## src/rtl/button_debouncer.sv

```systemverilog
// Switch debouncer: synchronizes a raw input, then accepts a level change only
// after the synchronized level has been stable for DEBOUNCE_CYCLES+1 samples.
module button_debouncer #(
    parameter int DEBOUNCE_CYCLES = 50000,
    parameter int SYNC_STAGES     = 2
) (
    input  logic clk,
    input  logic reset,
    input  logic in,
    output logic out,
    output logic bouncing
);

    localparam int CW = (DEBOUNCE_CYCLES > 1) ? $clog2(DEBOUNCE_CYCLES) : 1;
    localparam logic [CW-1:0] CNT_MAX = CW'(DEBOUNCE_CYCLES - 1);

    typedef enum logic [1:0] {
        LOW       = 2'b00,
        RISE_WAIT = 2'b01,
        HIGH      = 2'b10,
        FALL_WAIT = 2'b11
    } state_t;

    logic [SYNC_STAGES-1:0] sync_q;
    logic                   s;
    state_t                 state_q, state_d;
    logic [CW-1:0]          cnt_q, cnt_d;

    always_ff @(posedge clk or posedge reset) begin
        if (reset) sync_q <= '0;
        else       sync_q <= {sync_q[SYNC_STAGES-2:0], in};
    end

    assign s = sync_q[SYNC_STAGES-1];

    always_ff @(posedge clk or posedge reset) begin
        if (reset) begin
            state_q <= LOW;
            cnt_q   <= '0;
        end else begin
            state_q <= state_d;
            cnt_q   <= cnt_d;
        end
    end

    // A reversal in a WAIT state falls back to the stable state with no credit kept.
    always_comb begin
        state_d = state_q;
        cnt_d   = cnt_q;
        case (state_q)
            LOW: begin
                cnt_d = '0;
                if (s) state_d = RISE_WAIT;
            end
            RISE_WAIT: begin
                if (!s) begin
                    state_d = LOW;
                    cnt_d   = '0;
                end else if (cnt_q == CNT_MAX) begin
                    state_d = HIGH;
                    cnt_d   = '0;
                end else begin
                    cnt_d = cnt_q + 1'b1;
                end
            end
            HIGH: begin
                cnt_d = '0;
                if (!s) state_d = FALL_WAIT;
            end
            FALL_WAIT: begin
                if (s) begin
                    state_d = HIGH;
                    cnt_d   = '0;
                end else if (cnt_q == CNT_MAX) begin
                    state_d = LOW;
                    cnt_d   = '0;
                end else begin
                    cnt_d = cnt_q + 1'b1;
                end
            end
            default: begin
                state_d = LOW;
                cnt_d   = '0;
            end
        endcase
    end

    assign out      = (state_q == HIGH) || (state_q == FALL_WAIT);
    assign bouncing = (state_q == RISE_WAIT) || (state_q == FALL_WAIT);

endmodule

```

## config.mk

```make
export PLATFORM = sky130hd
export DESIGN_NAME = button_debouncer
export DESIGN_NICKNAME = d
export VERILOG_FILES = /design/src/rtl/button_debouncer.sv
export SDC_FILE = /design/constraint.sdc
export NUM_CORES = 1
export LEC_CHECK = 0
export ABC_AREA = 0
export CORE_ASPECT_RATIO = 1.1
export CORE_MARGIN = 2
export CORE_UTILIZATION = 50
export DETAILED_ROUTE_END_ITERATION = 8
export MAX_ROUTING_LAYER = met4
export PLACE_DENSITY = 0.71
export SLEW_MARGIN = 20
export SYNTH_ARGS = -nofsm -noshare
export SYNTH_HDL_FRONTEND = slang
export SYNTH_SLANG_ARGS = --single-unit
```

## constraint.sdc

```tcl
create_clock -name clk -period 2.6 [get_ports clk]
set_clock_uncertainty 0.15 [all_clocks]
set_input_delay 0.26 -clock clk [delete_from_list [all_inputs] [get_ports clk]]
set_output_delay 0.26 -clock clk [all_outputs]
set_load 0.01 [all_outputs]
```

After elaboration in Yosys (flattened, before gate mapping)
Cells that the tools add are included.

Output and inout port bits: 2. Logic and storage cells: 28. Register bits: 20.

$add $sub $neg: 1. Eq/ne operators: 8. Reduce and logical (&&, ||, !) cells: 5. Multiplexer cells: 11.

Operator list (count): 16-bit two-way mux (3); 16-bit case mux with 3 select lines (1); 16-bit by 1-bit adder with 16-bit output (second input constant) (1); 16-bit == test (second input constant) (1); 2-bit two-way mux (6); 2-bit case mux with 4 select lines (1); 3-bit inequality test (second input constant) (2); 2-bit == test (second input constant) (2); 2-bit inequality test (second input constant) (2); 4-bit AND reduction (1); 2-bit by 1-bit == test with 1-bit output (second input constant) (1); 2-bit logical NOT (1); 1-bit logical OR (2); 2-bit OR reduction (1).

Longest topological paths before layout
Word-level depth: 4. Mapped depth: 7. Depth with buffers taken out: 5.

Worst setup path after synthesis
OpenSTA, ideal clock, no wires.

Kind: reg2reg. From: register cnt_q[4]. To: register (tool-made name). Setup time: 0.125 ns. Required time: 2.325 ns. Slack: 0.715 ns. Cell stages (with the launch flop): 5. Arrival time: 1.610 ns. Period minus slack after synthesis: 1.885 ns. Cells stage by stage: dfrtp_1 or4b_1 nor4_2 nand2_1 mux2_4.

RTL lines: from (decl) (line 27) `logic [CW-1:0] cnt_q, cnt_d;`; from (signal assigned) (line 42) `cnt_q <= cnt_d;`.

Final worst setup path
From: register cnt_q[4]. To: register cnt_q[14].

Word-level cells in the longest chain between the ends: 4. Elaborated cells between the ends (all ways): 6.

Ends and longest elaborated chain: 16-bit by 1-bit adder with 16-bit output or 16-bit == test (tied branches); 16-bit two-way mux * (line 59, 74); 16-bit two-way mux, on equally long branches (line 71, 56); 16-bit case mux with 3 select lines * (line 50) `case (state_q)`; named net cnt_d[14] (line 27).

Mark *: on every way through the listed nets, which the timed path passes. The rest lies on a longest branch. A chain may end at the register's enable or synchronous reset.

==> results.py <==
metrics = {
    "finish": {
        "instances_no_fill": 116,
        "fillers": 153,
        "diodes": 0,
        "syn_to_final_growth_pct": 8.89,
        "design_area_sq_um": 1040,
        "drive_gt1_frac": 0.0612,
        "nets": 103,
        "fin_util": 0.578,
    },
    "die": {
        "core_sq_um": 1800,
        "dieWidth_um": 45.7,
        "fp.dieH_um": 49.9,
        "rows": 16,
        "dieArea_sq_um": 2280,
        "initial_utilization": 0.531,
        "ios": 5,
    },
    "sta": {
        "period_share": 0.828,
        "rsz0062_at_grt": "false",
        "hold_violations": 0,
        "fin_crit_ps": 2150,
        "finalSetupTns_ps": 0,
        "max_freq_mhz": 465,
        "drv_slew": 0,
        "whs_ps": 185,
        "finalSetupViolations": 0,
        "worst_slack_ps": 447,
        "maxSlewHeadroom": 0.528,
        "worst_pin_slew_ps": 707,
    },
    "hold_path": {
        "hp-class": "in2async",
    },
    "clock_tree": {
        "post-cts-setup-buffer-count": 0,
        "clk_pin_slew_ps": 130,
        "clkLatencyLatePin_ps": 320,
        "cts_root_buffer": "clkbuf_4",
        "cts_max_path_buffers": 2,
        "cts_hold_buf": 0,
        "ctsResizeCount": 0,
        "cts_sinks": 20,
        "cts_tree": "yes",
        "cts_buffers": 3,
        "cts_htree_levels": 1,
    },
    "routing": {
        "drt.antenna.violating_nets": 0,
        "firstDrtPassIters": 4,
        "vias": 608,
        "routedWlPerCell_um": 13.3,
        "routed_via_density": 5.24,
        "post-route-drc-count": 0,
        "finalWirelength_mm": 1.54,
        "top_layer": "met4",
        "drtIter0Drc": 6,
        "met3_wirelength_um": 40,
        "met2_length_um": 734,
        "met1_length_um": 730,
    },
    "synthesis": {
        "synth_xor_area_frac": 0.137,
        "syn-cell-area_sq_um": 957,
        "synth_area_leaders": "dfrtp_1 52%, xnor2_1 11%, nor2_1 7.5%",
        "synth.area.mux_share": 0.0157,
        "synth.net_count": 98,
        "synth.distinct_cells": 19,
        "synth_edf_count": 0,
        "yosysTopAreaCell": "dfrtp_1",
        "synth_seq_cells": 20,
        "synth-simple-area-share": 0.264,
        "synth_compound_area_frac": 0,
        "seq_area_frac_synth": 0.523,
        "ys_warn_count": 0,
        "synthFlopType": "dfrtp_1",
        "synthCells": 94,
        "synth_top_family_by_area": "simple AND/OR/NAND/NOR gates",
        "synth_top_area_share": 0.523,
        "synthAdderAreaFrac": 0.0131,
        "synth_area_per_cell_sq_um": 10.2,
        "synthArstFlopShare": 1.00,
    },
    "global_routing": {
        "grt_max_degree": 21,
        "antenna_found_initial": 0,
        "gr-total-overflow": 0,
        "track_usage": 0.170,
        "grt_pass1_wl_mm": 2.77,
        "grt_pass1_vias": 611,
    },
    "pwr": {
        "leakage_nw": 0.395,
        "power.density_nw_per_um2": 568,
        "fin_total_pwr_mw": 0.592,
        "ir_worst_vdd_mv": 0.568,
    },
    "critical_path": {
        "r2r-end": "cnt_q[14]",
        "worst-setup-path-type": "reg2reg",
        "crit_fanout": 15,
        "cp-start-kind": "flop",
        "crit_arrival_ps": 2180,
        "reg2reg_slack_ps": 450,
        "required_ps": 2620,
        "cp-end-kind": "flop",
        "rr_startpoint": "cnt_q[4]",
        "reg2reg_depth": 4,
    },
    "place": {
        "place_inst": 112,
        "port_buffers": 4,
        "dpl.hpwl_mm": 1.09,
        "place.gp.congestion": 0.781,
        "post_dp_cell_area_sq_um": 990,
        "pre_cts_ws_ps": 473,
    },
    "flow_run": {
        "maxCapViolCount": 0,
    },
    "run_status": {
        "status": "finished clean",
    },
}
-- flip-flops by register name, indices dropped and copies added, names as in the netlist, named ones only --
name	count
sync_q	2
cnt_q	16
state_q	1
-- final cells by class --
type                       count  area (sq um)  share of cell area
tap                           18          22.5              0.0216
timing repair buffer           4          40.0              0.0384
inverter                       4          15.0              0.0144
sequential                    20           500               0.480
clock inverter                 1          30.0              0.0288
multi-input combinational     66           412               0.395
clock buffer                   3          22.5              0.0216
-- placed cells by master, fill, tap and decap left out --
cell type,Yosys,routed
and2_1,1,1
bufinv_16,0,1
clkbuf_4,0,3
clkdlybuf4s50_1,0,4
dfrtp_1,20,20
ha_1,1,1
inv_1,4,4
mux2_4,1,1
nand2_1,6,6
nand3_1,6,6
nand4_1,4,4
nor2_1,19,19
nor3_1,3,3
nor4_1,5,5
nor4_2,1,1
or2_1,1,1
or4b_1,1,1
or4bb_1,2,2
xnor2_1,12,12
xor2_1,3,3
-- worst max path at each step --
stage,slack (ps),start,depth (start not counted),endpoint
6_report,450,cnt_q[4],4,cnt_q[14]
5_1_grt,360,cnt_q[4],4,cnt_q[15]
4_1_cts,450,cnt_q[4],4,cnt_q[3]
3_5_place_dp,470,cnt_q[4],4,cnt_q[7]
3_3_place_gp,530,cnt_q[4],4,cnt_q[12]
2_1_floorplan,710,cnt_q[4],4,flop
-- layer usage --
metal / vias to the layer above / global-route usage
met1: 273 / 0.230
met2: 10 / 0.237
met3: 5 / 0.0366
met5: - / -
met4: 0 / 0.0810
li1: 320 / -
-- where the power goes --
group	internal, mW	switching, mW	total, mW
Combinational	0.00649	0.0119	0.0184
Sequential	0.315	0.00372	0.318
Clock	0.156	0.0994	0.255
Total	0.477	0.115	0.592
-- Yosys cell counts (2+ instances only) --
master and instances:
nand3_1 6, nor2_1 19, nand4_1 4, xnor2_1 12
clkbuf_1 2, xor2_1 3, dfrtp_1 20, inv_1 4
or4bb_1 2, nor4_1 5, buf_6 2, nor3_1 3
nand2_1 6
-- critical path, cell delays in order, from the launching register on --
cell	delay (ps)
dfrtp_1	450
or4b_1	540
nor4_2	310
or2_1	440
nor2_1	110
-- kinds of logic (layout without fill, tap and decap cells) --
kind of cell / count (synthesis) / after routing
DFF: 20 / 20
xor gates and xnor gates: 15 / 15
muxes: 1 / 1
buffers and inverters: 8 / 12
and+or+nand+nor: 49 / 49
adders and majority gates: 1 / 1
No activity file was read; power rests on OpenSTA's default activity.
